**config.mk**
```make
export PLATFORM = sky130hd
export DESIGN_NAME = instruction_memory_loader_flat
export DESIGN_NICKNAME = d
export VERILOG_FILES = /design/src/rtl/instruction_memory_loader_if.sv /design/src/rtl/instruction_memory_loader.sv /design/src/flat_wrapper.sv
export SDC_FILE = /design/constraint.sdc
export NUM_CORES = 1
export LEC_CHECK = 0
export ABC_AREA = 1
export CORE_MARGIN = 8
export CORE_UTILIZATION = 45
export CTS_BUF_LIST = sky130_fd_sc_hd__clkbuf_4 sky130_fd_sc_hd__clkbuf_8
export CTS_CLUSTER_SIZE = 28
export DETAILED_ROUTE_END_ITERATION = 16
export PLACE_DENSITY = 0.76
export SLEW_MARGIN = 20
export SYNTH_ARGS = -nofsm -noshare
export SYNTH_HDL_FRONTEND = slang
export SYNTH_SLANG_ARGS = --single-unit
```
**constraint.sdc**
```tcl
create_clock -name clock -period 4.1 [get_ports clock]
set_input_delay 0.82 -clock clock [delete_from_list [all_inputs] [get_ports clock]]
set_output_delay 0.82 -clock clock [all_outputs]
set_load 0.02 [all_outputs]
```
**src/rtl/instruction_memory_loader_if.sv**
```systemverilog
// Byte-stream input and instruction-memory write bus for the loader.
// The master side is the loader itself; the slave side feeds bytes and observes writes.
interface instruction_memory_loader_if #(
   parameter int unsigned ADDR_WIDTH = 64
);
   logic [7:0]            byteIn;
   logic                  byteValid;
   logic                  byteReady;
   logic                  writeEnable;
   logic [ADDR_WIDTH-1:0] writeAddress;
   logic [31:0]           writeData;

   modport master (
      input  byteIn,
      input  byteValid,
      output byteReady,
      output writeEnable,
      output writeAddress,
      output writeData
   );

   modport slave (
      output byteIn,
      output byteValid,
      input  byteReady,
      input  writeEnable,
      input  writeAddress,
      input  writeData
   );
endinterface

```
**src/rtl/instruction_memory_loader.sv**
```systemverilog
// Assembles an MSB-first byte stream into 32-bit words and writes them to consecutive
// instruction-memory word addresses, truncating loads that would run past DEPTH.
module instruction_memory_loader #(
   parameter int unsigned ADDR_WIDTH = 64,
   parameter int unsigned DEPTH      = 1001
) (
   input  logic                             clock,
   input  logic                             resetN,
   input  logic                             start,
   input  logic [ADDR_WIDTH-1:0]            baseAddress,
   input  logic [15:0]                      wordCount,
   instruction_memory_loader_if.master      mem,
   output logic                             busy,
   output logic                             done,
   output logic                             overflow
);

   localparam logic [1:0] StIdle  = 2'd0;
   localparam logic [1:0] StLoad  = 2'd1;
   localparam logic [1:0] StWrite = 2'd2;
   localparam logic [1:0] StDone  = 2'd3;

   localparam logic [ADDR_WIDTH:0] DepthExt = (ADDR_WIDTH + 1)'(DEPTH);

   logic [1:0]            state_q, state_d;
   logic [ADDR_WIDTH-1:0] base_q, base_d;
   logic [15:0]           eff_q, eff_d;
   logic                  ovf_q, ovf_d;
   logic [1:0]            byte_cnt_q, byte_cnt_d;
   logic [15:0]           word_cnt_q, word_cnt_d;
   logic [31:0]           word_q, word_d;
   logic [ADDR_WIDTH-1:0] waddr_q, waddr_d;
   logic [31:0]           wdata_q, wdata_d;

   logic [ADDR_WIDTH:0]   base_ext;
   logic [ADDR_WIDTH:0]   end_ext;
   logic                  trunc;
   logic [15:0]           eff_cnt;

   // One extra bit so base+count cannot wrap before comparing against DEPTH.
   always_comb begin
      base_ext = {1'b0, baseAddress};
      end_ext  = base_ext + (ADDR_WIDTH + 1)'(wordCount);
      trunc    = end_ext > DepthExt;
      if (base_ext >= DepthExt) begin
         eff_cnt = 16'd0;
      end else if (trunc) begin
         eff_cnt = 16'(DepthExt - base_ext);
      end else begin
         eff_cnt = wordCount;
      end
   end

   always_comb begin
      state_d    = state_q;
      base_d     = base_q;
      eff_d      = eff_q;
      ovf_d      = ovf_q;
      byte_cnt_d = byte_cnt_q;
      word_cnt_d = word_cnt_q;
      word_d     = word_q;
      waddr_d    = waddr_q;
      wdata_d    = wdata_q;
      case (state_q)
         StIdle: begin
            if (start) begin
               base_d     = baseAddress;
               eff_d      = eff_cnt;
               ovf_d      = trunc;
               byte_cnt_d = 2'd0;
               word_cnt_d = 16'd0;
               word_d     = 32'd0;
               state_d    = (eff_cnt == 16'd0) ? StDone : StLoad;
            end
         end
         StLoad: begin
            if (mem.byteValid) begin
               word_d     = {word_q[23:0], mem.byteIn};
               byte_cnt_d = byte_cnt_q + 2'd1;
               if (byte_cnt_q == 2'd3) begin
                  // Register the write bus on entry so it is stable for the whole WRITE cycle.
                  waddr_d = base_q + ADDR_WIDTH'(word_cnt_q);
                  wdata_d = {word_q[23:0], mem.byteIn};
                  state_d = StWrite;
               end
            end
         end
         StWrite: begin
            word_cnt_d = word_cnt_q + 16'd1;
            state_d    = (word_cnt_q + 16'd1 == eff_q) ? StDone : StLoad;
         end
         StDone: begin
            state_d = StIdle;
         end
         default: begin
            state_d = StIdle;
         end
      endcase
   end

   always_ff @(posedge clock or negedge resetN) begin
      if (!resetN) begin
         state_q    <= StIdle;
         base_q     <= '0;
         eff_q      <= 16'd0;
         ovf_q      <= 1'b0;
         byte_cnt_q <= 2'd0;
         word_cnt_q <= 16'd0;
         word_q     <= 32'd0;
         waddr_q    <= '0;
         wdata_q    <= 32'd0;
      end else begin
         state_q    <= state_d;
         base_q     <= base_d;
         eff_q      <= eff_d;
         ovf_q      <= ovf_d;
         byte_cnt_q <= byte_cnt_d;
         word_cnt_q <= word_cnt_d;
         word_q     <= word_d;
         waddr_q    <= waddr_d;
         wdata_q    <= wdata_d;
      end
   end

   always_comb begin
      mem.byteReady    = (state_q == StLoad);
      mem.writeEnable  = (state_q == StWrite);
      mem.writeAddress = waddr_q;
      mem.writeData    = wdata_q;
      busy             = (state_q != StIdle);
      done             = (state_q == StDone);
      overflow         = ovf_q;
   end

endmodule

```
**src/flat_wrapper.sv**
```systemverilog
// flat-port wrapper written by rule: the top's interface ports become plain ports
module instruction_memory_loader_flat 
#(
   parameter int unsigned ADDR_WIDTH = 64,
   parameter int unsigned DEPTH      = 1001
)
  (clock, resetN, start, baseAddress, wordCount, busy, done, overflow, mem_byteIn, mem_byteValid, mem_byteReady, mem_writeEnable, mem_writeAddress, mem_writeData);
  instruction_memory_loader_if #(.ADDR_WIDTH(ADDR_WIDTH)) mem_i ();
  input  logic clock;
  input  logic resetN;
  input  logic start;
  input  logic [ADDR_WIDTH-1:0] baseAddress;
  input  logic [15:0] wordCount;
  output logic busy;
  output logic done;
  output logic overflow;
  input wire logic [$bits(mem_i.byteIn)-1:0] mem_byteIn;
  input wire logic [$bits(mem_i.byteValid)-1:0] mem_byteValid;
  output wire logic [$bits(mem_i.byteReady)-1:0] mem_byteReady;
  output wire logic [$bits(mem_i.writeEnable)-1:0] mem_writeEnable;
  output wire logic [$bits(mem_i.writeAddress)-1:0] mem_writeAddress;
  output wire logic [$bits(mem_i.writeData)-1:0] mem_writeData;
  assign mem_i.byteIn = mem_byteIn;
  assign mem_i.byteValid = mem_byteValid;
  assign mem_byteReady = mem_i.byteReady;
  assign mem_writeEnable = mem_i.writeEnable;
  assign mem_writeAddress = mem_i.writeAddress;
  assign mem_writeData = mem_i.writeData;
  instruction_memory_loader #(.ADDR_WIDTH(ADDR_WIDTH), .DEPTH(DEPTH)) u_core (.clock(clock), .resetN(resetN), .start(start), .baseAddress(baseAddress), .wordCount(wordCount), .mem(mem_i), .busy(busy), .done(done), .overflow(overflow));
endmodule
```
======== After elaboration in Yosys (flattened, before gate mapping) ========
Cells that the tools add are included.
W data, S select, Z words.
word-level totals
  register bits ........................... 221
  input port bits ......................... 92
  output and inout bits ................... 101
  logic and storage cells ................. 50
cells by class
  $add $sub $neg .......................... 5
  order comparisons ....................... 2
  equal/unequal tests ..................... 8
  multiplexer cells ....................... 16
  reduce and logical (&&, ||, !) cells .... 10
operators by type and width
  operator                  number
  $add A64 B16 Y65          1
  $gt A65 B10 Y1 const B    1
  $add A64 B16 Y64          1
  $ge A64 B10 Y1 const B    1
  $mux W16                  3
  $mux W24                  2
  $pmux W24 S2              1
  $pmux W16 S2              1
  $add A16 B1 Y16 const B   1
  $eq A16 B16 Y1            1
  $logic_not A16 Y1         1
  $sub A10 B16 Y16 const A  1
  $mux W2                   7
  $reduce_and A3 Y1         3
  $pmux W2 S4               1
  $eq A2 B2 Y1 const B      3
  $reduce_bool A2 Y1        3
  $ne A2 B2 Y1 const B      2
  $pmux W2 S2               1
  $reduce_and A2 Y1         2
  $add A2 B1 Y2 const B     1
  $eq A2 B1 Y1 const B      1
  $logic_not A2 Y1          1
  $ne A2 B1 Y1 const B      1

======== Depth between registers and ports, before layout ========
Gate-level depths: netlist of run 1.
  depth after elaboration ................. 8
  gate-level depth with buffers ........... 29
  depth with buffers taken out ............ 29

======== Least setup slack after synthesis of run 1 ========
No wires, ideal clock.
  path type ............................... input to register
  start ................................... input baseAddress[0]
  end ..................................... register u_core.state_q[1]
  setup time .............................. 0.122 ns
  arrival ................................. 3.387 ns
  required time ........................... 3.978 ns
  setup slack ............................. 0.591 ns
  stages .................................. 28
  buffers on the path ..................... 1
  path through ............................ ha_1 inv_1 fa_1 inv_1 nand3_1 nand3_1 nand2_1 nand2_1 nand2_1 nand2_2 nand2_1 nand2_1 nand2_1 nor2_1 nand2_1 nor2_1 nand2_1 nor2_4 nand3_2 buf_2 nand2_1 nand3_1 nand2_1 nor2_1 nand2_1 nor2_1 nor2_1 nor2_1
on the way
  cells in the longest elaborated chain, start to end .. 8
ends and longest elaborated chain
  item                   RTL line                          source
  start, declared        flat_wrapper.sv:12                input logic [ADDR_WIDTH-1:0] baseAddress;
  $add A64 B16 Y65       instruction_memory_loader.sv:43   end_ext = base_ext + (ADDR_WIDTH + 1)'(wordCount);
  $gt A65 B10 Y1         instruction_memory_loader.sv:44   trunc = end_ext > DepthExt;
  $mux W16               instruction_memory_loader.sv:47   end else if (trunc) begin
  $mux W16 (*)           instruction_memory_loader.sv:45   if (base_ext >= DepthExt) begin
  $logic_not A16 Y1 (*)  instruction_memory_loader.sv:73   state_d = (eff_cnt == 16'd0) ? StDone : StLoad;
  $mux W2 (*)            instruction_memory_loader.sv:73
  $mux W2 (*)            instruction_memory_loader.sv:66   if (start) begin
  $pmux W2 S4 (*)        instruction_memory_loader.sv:64   case (state_q)
  end signal, assigned   instruction_memory_loader.sv:103  state_q <= StIdle;
  end signal, assigned   instruction_memory_loader.sv:113  state_q <= state_d;
  end, declared          instruction_memory_loader.sv:25   logic [1:0] state_q, state_d;
Every way passes the cells marked *; elsewhere a longest branch is shown, timed or not. The select of a mux whose other input is x is not followed.
A chain may end at the register's enable or synchronous reset.

======== Worst setup path in the final report of run 1 ========
  start ................................... input baseAddress[9]
  end ..................................... register u_core.state_q[1]
Same word-level chain as after synthesis.

==> summary.md, run 1 <==
| Metric | Value |
|---|---|
| Register area | 0.00553 mm² |
| Final period util | 96.0% |
| Vias per Instance | 5.18 |
| Req. time, crit path | 4.48 ns |
| Core footprint | 0.0325 mm² |
| Rel. slew slack | 43.3% |
| Yosys warnings | 0 |
| Area Growth Syn to Fin | 31.0% |
| Avg Inst Size Synth | 6.81 µm² |
| Leakage | 9.52 nW |
| WP buf/inv | 4 |
| Ranking of synthesized cells by area | dfrtp_1 (37%), nand2_1 (18%), inv_1 (7.3%) |
| Clock Tree Buf Depth | 3 |
| CP max FO | 3 |
| Number of flops mapped to enable cells by yosys | 0 |
| CTS root buffer | clkbuf_8 |
| Post-Synth XOR/XNOR Area | 4.79% |
| Yosys reg bits | 221 |
| Setup-failing EPs final | 0 |
| Cts bufs inserted | 34 |
| VDD IR max | 287 µV |
| Post-Syn Area | 0.0148 mm² |
| Total of fill cells in the finished design | 3044 |
| Post-Place Worst Slack | -0.364 ns |
| Std-Cell Rows | 66 |
| Post-synth ARST share | 100% |
| IO Count | 193 |
| Hold Crit Class | in2async |
| Initial Utilization | 45.7% |
| DIE WIDTH | 198 µm |
| Top cells by count, synth | nand2_1 (701), inv_1 (289), dfrtp_1 (221), nor2_1 (187), nand3_1 (153) |
| Routed Wire Length | 50700 µm |
| Initial antenna violation count | 1 |
| Final worst setup slack | 0.162 ns |
| Adder-cell area share of the yosys netlist | 3.22% |
| Routed Antenna Nets | 0 |
| Fin crit period | 3.94 ns |
| Slowest stage cell on the critical path | clkdlybuf4s50_1 |
| Count leader, synth | nand2_1 |
| RSZ-0062 raised after global routing | true |
| Die Height | 198 µm |
| Worst slew pin tran | 0.851 ns |
| Largest net degree at the start of global routing | 146 |
| Final Util | 59.8% |
| Clock Latency Late Sink | 0.51 ns |
| Final worst clock skew | 0.0142 ns |
| Most used flip-flop cell after synthesis | dfrtp_1 |
| Power per cell area | 508 mW/mm² |
| Cts hold-fix bufs | 0 |
| Mux contribution to synthesized area | 0% |
| Antenna diodes | 0 |
| Maximum clock rate | 254 MHz |
| CTS tree | done |
| Critical Path End Type | flop |
| Total track usage | 25.5% |
| Fin nets | 2679 |
| PortBufs | 192 |
| Critical Path Most Common Cell | nand2_1 |
| DR pass1 iterations | 5 |
| Die ar. | 0.0390 mm² |
| Leading area contributor after synthesis | dfrtp_1 |
| Dpl cell area | 0.0186 mm² |
| Max Cap Viol | 0 |
| Max-slew violations | 0 |
| H-tree depth | 2 |
| GRT overflow | 0 |
| Synthesized instance count | 2177 |
| Outcome | finished clean |
| Top cell type's share of synthesized area | 37.3% |
| DR vias | 15630 |
| First-pass GRT wire length | 80000 µm |
| Routability cong. | 1.02 |
| Post-DP HPWL | 42000 µm |
| Sequential area share after synthesis | 37.3% |
| Hold WS | 0.231 ns |
| Compound-Gate Fraction of Synth Area | 9.50% |
| Worst-path clk slew | 0.07 ns |
| Worst path max stage delay | 0.48 ns |
| Kind of critical path | in2reg |
| CP Data Arrival Time | 4.32 ns |
| DR DRC count | 0 |
| Num Clock Sinks | 221 |
| Area of the multi-input gates | 0.00801 mm² |
| Per-cell routed wire length | 16.8 µm |
| Largest family of logic cells by synthesized area | simple AND/OR/NAND/NOR gates |
| Synth unique cells | 50 |
| Vias in the first global route | 15183 |
| Synth Area in Simple Gates | 36.0% |
| Finished Cell Area | 0.0194 mm² |
| Syn_nets | 2306 |
| DRT iter0 DRCs | 1137 |
| Delay-heaviest family, CP | simple AND/OR/NAND/NOR gates |
| Share of cells above drive strength 1 | 13.3% |
| Final count of hold timing violations | 0 |
| CP Launch Type | input port |
## flip-flops by register name, indices dropped and copies added, names as in the netlist
name / count
u_core.eff_q: 16
u_core.word_q: 24
u_core.base_q: 64
u_core.mem.writeData: 32
u_core.overflow: 1
u_core.byte_cnt_q: 2
u_core.word_cnt_q: 16
u_core.mem.writeAddress: 64
u_core.state_q: 2
## cell families (layout without fill, tap and decap cells)
group | after synthesis | in the layout
and+or+nand+nor | 1224 | 1224
DFF | 221 | 221
xor gates and xnor gates | 81 | 81
adders and majority gates | 37 | 37
buffers and inverters | 356 | 752
AOI/OAI and AO/OA | 258 | 258
## routing by layer
metal | routed length (µm) | GRT usage (%) | up-vias
met3 | 3560 | 3.68 | 93
met5 | 0 | 0 | -
li1 | - | - | 7743
met1 | 23000 | 34.9 | 7243
met4 | 1800 | 9.98 | 0
met2 | 22300 | 40.3 | 551
## what timing repair did
item                                    4_1_cts  5_1_grt
endpoints found under the setup margin        0        9
gates resized for setup                       0       15
setup buffers                                 0        0
## per-stage QoR
step                TNS, ns  cells  total power, W
global route        -0.0864   3015          0.0105
global placement      -2.30   2956         0.00783
finish                    0   3015         0.00985
floorplan                 0   2177         0.00611
detailed placement    -3.34   2956         0.00796
CTS                       0   3015         0.00990
## where the power goes
group          internal (W)  switching (W)
Clock               0.00106       0.000836
Sequential          0.00303       0.000722
Combinational       0.00175        0.00245
Total               0.00585        0.00401
## cell type report
| class | count | area share [%] |
|---|---|---|
| clock buffers | 49 | 3.25 |
| clock inverters | 10 | 0.458 |
| inverters | 307 | 5.94 |
| multi-input cells | 1600 | 41.3 |
| flip-flops and latches | 221 | 28.5 |
| well taps | 442 | 2.85 |
| repair buffers | 386 | 17.8 |
## path summary, 6_finish.rpt
| check | to | cells after the start | slack (ns) | start |
|---|---|---|---|---|
| max reg2reg | u_core.mem.writeAddress[54] | 19 | 0.32 | u_core.word_cnt_q[0] |
| min | u_core.word_q[3] | 1 | 0.23 | resetN |
| min in group clock | u_core.mem.writeAddress[33] | 2 | 0.48 | u_core.mem.writeAddress[33] |
| max in group asynchronous | u_core.base_q[58] | 2 | 3.07 | resetN |
| min reg2reg | u_core.mem.writeAddress[33] | 2 | 0.48 | u_core.mem.writeAddress[33] |
| max | u_core.state_q[1] | 26 | 0.16 | baseAddress[9] |
## worst register-to-register path: cells and delay by family, from the launching register on
family | cells | cell delay (ns)
xor+xnor | 1 | 0.15
flops | 1 | 0.41
simple gates | 9 | 1.30
fa+ha+maj | 2 | 0.59
buf+inv | 1 | 0.05
compound gates | 6 | 1.17
## placed cells by master (no fill, tap or decap), types with 44 or more instances in the layout
| cell | n |
|---|---|
| a21oi_1 | 48 |
| buf_4 | 189 |
| clkdlybuf4s50_1 | 189 |
| dfrtp_1 | 221 |
| inv_1 | 288 |
| nand2_1 | 697 |
| nand3_1 | 152 |
| nand4_1 | 44 |
| nor2_1 | 180 |
| o21ai_0 | 140 |
| xor2_1 | 46 |
Note: power is estimated with default switching activity, not from simulation.
==> inputs of run 2 (changes only) <==
--- a/config.mk
+++ b/config.mk
@@ -6,12 +6,14 @@
 export NUM_CORES = 1
 export LEC_CHECK = 0
 export ABC_AREA = 1
-export CORE_MARGIN = 8
-export CORE_UTILIZATION = 45
+export CELL_PAD_IN_SITES_DETAIL_PLACEMENT = 1
+export CELL_PAD_IN_SITES_GLOBAL_PLACEMENT = 1
+export CORE_MARGIN = 5
+export CORE_UTILIZATION = 41
 export CTS_BUF_LIST = sky130_fd_sc_hd__clkbuf_4 sky130_fd_sc_hd__clkbuf_8
 export CTS_CLUSTER_SIZE = 28
 export DETAILED_ROUTE_END_ITERATION = 16
-export PLACE_DENSITY = 0.76
+export PLACE_DENSITY = 0.91
 export SLEW_MARGIN = 20
 export SYNTH_ARGS = -nofsm -noshare
 export SYNTH_HDL_FRONTEND = slang
==> run 2 against run 1 <==
  * Maximum frequency decreased by 0.64%
  * Power increased by 4.0%
  * Die area increased by 2.7%
  * Worst hold slack improved by 0.046 ns
  * Final area increased by 0.96%
  * Clock skew increased by 0.011 ns
  * Largest cell class unchanged
  * Largest power group unchanged
==> summary.md, run 2 (synthesis results as in run 1) <==
| Metric | Value |
|---|---|
| RSZ-0062 raised after global routing | true |
| CP Data Arrival Time | 4.43 ns |
| Switching portion of total power | 42.6% |
| Routability cong. | 0.980 |
| Initial antenna violation count | 0 |
| Worst Setup SP | baseAddress[0] |
| Worst reg2reg setup slack | 0.36 ns |
| CP Launch Type | input port |
| Vias in the first global route | 17304 |
| Rel. slew slack | 38.2% |
| Most frequent cells in the layout | nand2_1 (696), inv_1 (289), dfrtp_1 (221) |
| Max Cap Viol | 0 |
| Largest net degree at the start of global routing | 95 |
| DR vias | 16315 |
| Max-slew violations | 0 |
| Crit path to | u_core.state_q[1] |
| Hold Crit Class | in2async |
| Final worst clock skew | 0.0248 ns |
| Area of the multi-input gates | 0.00805 mm² |
| VDD IR max | 217 µV |
| Post-Place Worst Slack | -0.609 ns |
| Die ar. | 0.0401 mm² |
| Internal cell power | 0.00588 W |
| First-pass GRT wire length | 96500 µm |
| Die Height | 200 µm |
| Fin crit period | 3.96 ns |
| Reg2Reg Depth | 19 |
| CP max FO | 15 |
| Critical Path Most Common Cell | nand2_1 |
| Final count of hold timing violations | 0 |
| GRT overflow | 0 |
| Kind of critical path | in2reg |
| Combinational share of power | 43.4% |
| Hold WS | 0.276 ns |
| Cts bufs inserted | 35 |
| Per-cell routed wire length | 20.0 µm |
| Worst path max stage delay | 0.49 ns |
| Num Clock Sinks | 221 |
| Slowest stage cell on the critical path | clkdlybuf4s50_1 |
| Register area | 0.00553 mm² |
| FF-to-FF End | u_core.mem.writeAddress[48] |
| Std-Cell Rows | 69 |
| Routed Antenna Nets | 0 |
| Total of fill cells in the finished design | 4620 |
| Clock Tree Buf Depth | 3 |
| CTS tree | done |
| IO Count | 193 |
| Most common cell after layout, fill and taps aside | nand2_1 |
| Antenna diodes | 0 |
| PortBufs | 192 |
| Clock Latency Late Sink | 0.54 ns |
| Worst slew pin tran | 0.924 ns |
| Critical Path End Type | flop |
| DIE WIDTH | 200 µm |
| Leakage | 9.61 nW |
| Initial Utilization | 41.6% |
| Final period util | 96.7% |
| Clk pwr share | 19.1% |
| Final worst setup slack | 0.137 ns |
| Vias per Instance | 5.34 |
| Share of cells above drive strength 1 | 14.2% |
| CTS root buffer | clkbuf_8 |
| Fin nets | 2701 |
| Sequential fraction of design power | 37.5% |
| Finished Layout Cells | 3054 |
| Worst-path clk slew | 0.07 ns |
| FF-to-FF Start | u_core.word_cnt_q[0] |
| H-tree depth | 2 |
| Power per cell area | 523 mW/mm² |
| Post-DP HPWL | 50000 µm |
| Total track usage | 29.6% |
| Area Growth Syn to Fin | 32.2% |
| Routed Wire Length | 61000 µm |
| Setup-failing EPs final | 0 |
| Net Sw Power | 0.00437 W |
| Dpl cell area | 0.0187 mm² |
| DR DRC count | 0 |
| DR pass1 iterations | 5 |
| Dpl cells | 2987 |
| Finished Cell Area | 0.0196 mm² |
| DRT iter0 DRCs | 1120 |
| Core footprint | 0.0357 mm² |
| Outcome | finished clean |
| Maximum clock rate | 252 MHz |
| Req. time, crit path | 4.56 ns |
[run 2: worst min path at each step]
stage	startpoint	end	slack, ns	cells past startpoint
after global routing	resetN	u_core.mem.writeData[3]	0.33	1
final	resetN	u_core.mem.writeData[3]	0.28	1
after global placement	u_core.mem.writeAddress[40]	u_core.mem.writeAddress[40]	0.46	2
after detailed placement	u_core.mem.writeAddress[46]	u_core.mem.writeAddress[46]	0.47	2
after CTS	resetN	u_core.mem.writeData[7]	0.30	1
after floorplan	u_core.base_q[12]	u_core.base_q[12]	0.45	2
[run 2: cell type report]
type | count | area share, %
well taps | 461 | 2.94
clock buffers | 52 | 3.33
clock inverters | 6 | 0.313
multi-input cells | 1600 | 41.1
flip-flops and latches | 221 | 28.2
inverters | 307 | 5.89
repair buffers | 407 | 18.3
[run 2: timing repair]
item / in CTS / in global routing
pin swaps: 0 / 8
resized for setup: 2 / 21
hold buffers: 0 / 0
setup endpoints to repair: 3 / 23
buffers inserted: 0 / 9
[run 2: through the flow]
stage,power (W),TNS (ns),util [%]
6_report,0.0103,0,55.0
5_1_grt,0.0109,-0.117,55.0
4_1_cts,0.0102,0,54.6
3_5_place_dp,0.00819,-7.29,52.5
3_3_place_gp,0.00786,-5.48,52.5
2_1_floorplan,0.00611,0,-
[run 2: power groups by stage]
stage	sequential (W)	clock, W	combinational, W
floorplan	0.00394	0	0.00217
global placement	0.00374	0	0.00412
detailed placement	0.00383	0	0.00436
CTS	0.00382	0.00199	0.00444
global route	0.00393	0.00208	0.00488
finish	0.00384	0.00196	0.00445
[run 2: per-layer routing]
| layer | GRT usage [%] | part of all wire [%] | vias up |
|---|---|---|---|
| met5 | 0 | 0 | - |
| met4 | 7.94 | 2.8 | 0 |
| met3 | 3.35 | 4.8 | 87 |
| met2 | 50.7 | 47 | 484 |
| met1 | 40.3 | 45 | 7978 |
| li1 | - | - | 7766 |
[run 2: critical path: cells and delay by family]
family | cells | cell delay [ns]
adders and majority gates | 2 | 0.58
buffers and inverters | 5 | 0.92
and+or+nand+nor | 22 | 2.13
==> inputs of run 3 (changes only) <==
--- a/config.mk
+++ b/config.mk
@@ -14,6 +14,7 @@
 export CTS_CLUSTER_SIZE = 28
 export DETAILED_ROUTE_END_ITERATION = 16
 export PLACE_DENSITY = 0.91
+export SKIP_LAST_GASP = 1
 export SLEW_MARGIN = 20
 export SYNTH_ARGS = -nofsm -noshare
 export SYNTH_HDL_FRONTEND = slang
==> run 3 against run 2 <==
  * Power barely moved
  * Setup slack got worse by 0.0031 ns
  * Worst hold slack improved by 0.0024 ns
  * Core utilization barely moved
  * Critical path depth did not move
  * Critical path type unchanged
  * Largest cell class unchanged
  * Highest routed layer unchanged
==> summary.md, run 3 (synthesis results as in run 1) <==
| Metric | Value |
|---|---|
| CTS tree | done |
| Kind of critical path | in2reg |
| Vias per Instance | 5.33 |
| Num Clock Sinks | 221 |
| CP Data Arrival Time | 4.43 ns |
| CP max FO | 15 |
| Routed Antenna Nets | 0 |
| Share of cells above drive strength 1 | 14.2% |
| Hold Crit Class | in2async |
| Final period util | 96.7% |
| Clock Latency Late Sink | 0.54 ns |
| Max Cap Viol | 0 |
| FF-to-FF End | u_core.mem.writeAddress[48] |
| Worst-path clk slew | 0.07 ns |
| Worst path max stage delay | 0.49 ns |
| Total of fill cells in the finished design | 4621 |
| Rel. slew slack | 38.7% |
| Post-route setup TNS | 0 ns |
| Req. time, crit path | 4.56 ns |
| Worst slew pin tran | 0.918 ns |
| Worst reg2reg setup slack | 0.34 ns |
| Cts hold-fix bufs | 0 |
| CTS root buffer | clkbuf_8 |
| VDD IR max | 218 µV |
| Maximum clock rate | 252 MHz |
| Register area | 0.00553 mm² |
| Most frequent cells in the layout | nand2_1 (696), inv_1 (289), dfrtp_1 (221) |
| Post-DP HPWL | 50000 µm |
| IO Count | 193 |
| DIE WIDTH | 200 µm |
| Antenna diodes | 0 |
| Routability cong. | 0.980 |
| Total track usage | 29.6% |
| Core footprint | 0.0357 mm² |
| Std-Cell Rows | 69 |
| DRT iter0 DRCs | 1016 |
| DR DRC count | 0 |
| GRT overflow | 0 |
| Tot Pwr | 0.0103 W |
| Max-slew violations | 0 |
| Vias in the first global route | 17304 |
| Finished Layout Cells | 3054 |
| Initial Utilization | 41.6% |
| Initial antenna violation count | 0 |
| PortBufs | 192 |
| DR vias | 16272 |
| H-tree depth | 2 |
| Leakage | 9.61 nW |
| Routed Wire Length | 61000 µm |
| Slowest stage cell on the critical path | clkdlybuf4s50_1 |
| Cts bufs inserted | 35 |
| Clock Tree Buf Depth | 3 |
| RSZ-0062 raised after global routing | true |
| Largest net degree at the start of global routing | 95 |
| Die Height | 200 µm |
| Area Growth Syn to Fin | 32.2% |
| Setup-failing EPs final | 0 |
| Outcome | finished clean |
| Power per cell area | 523 mW/mm² |
| Worst Setup SP | baseAddress[0] |
| Fin crit period | 3.97 ns |
| Fin nets | 2701 |
| First-pass GRT wire length | 96500 µm |
| Per-cell routed wire length | 20.0 µm |
| Final Util | 55.0% |
| Final count of hold timing violations | 0 |
| CP Launch Type | input port |
| Critical Path Most Common Cell | nand2_1 |
| Die ar. | 0.0401 mm² |
| Most common cell after layout, fill and taps aside | nand2_1 |
| Final worst clock skew | 0.0293 ns |
| DR pass1 iterations | 5 |
| Reg2Reg Depth | 19 |
| Critical Path End Type | flop |
| FF-to-FF Start | u_core.word_cnt_q[0] |
| Area of the multi-input gates | 0.00804 mm² |
| Dpl cells | 2987 |
==> run 3: worst max path at each step <==
stage,end,slack (ns),cells after the start
after global placement,u_core.state_q[1],-0.54,28
after CTS,u_core.state_q[1],0.008,28
after global routing,u_core.state_q[1],-0.12,29
after detailed placement,u_core.state_q[1],-0.61,29
after floorplan,u_core.state_q[1],0.59,28
final,u_core.state_q[1],0.13,29
==> run 3: layer usage <==
metal | global-route usage (%) | share of wire [%]
met5 | 0 | 0
met2 | 50.7 | 47
met1 | 40.3 | 45
met4 | 7.94 | 2.8
met3 | 3.35 | 4.8
==> run 3: through the flow <==
step	area [µm²]	hold slack [ns]	worst slack [ns]
5_1_grt	19600	0.328	-0.117
2_1_floorplan	14800	0.453	0.591
3_5_place_dp	18700	0.469	-0.609
6_report	19600	0.279	0.134
3_3_place_gp	18700	0.464	-0.536
4_1_cts	19500	0.300	0.00836
==> run 3: area by class of cell <==
class	count	share of cell area [%]
Multi-Input combinational cell	1600	41.0
Sequential cell	221	28.2
Timing Repair Buffer	407	18.3
Inverter	307	5.89
Clock buffer	52	3.33
Tap cell	461	2.94
Clock inverter	6	0.313
==> run 3: power by group <==
group / internal (W) / leakage [nW] / switching [W]
registers: 0.00303 / 2.88 / 0.000808
logic: 0.00177 / 6.36 / 0.00269
clock network: 0.00108 / 0.379 / 0.000876
==> run 3: critical path, delay by kind of cell <==
| family | cells | cell delay, ns |
|---|---|---|
| and+or+nand+nor | 22 | 2.12 |
| buffers and inverters | 5 | 0.92 |
| adders and majority gates | 2 | 0.58 |
==> run 3: repair_timing <==
action                     in CTS  in global routing
setup endpoints to repair       3                 23
pin swaps                       0                  8
setup buffers                   0                  9
resized for setup               2                 20
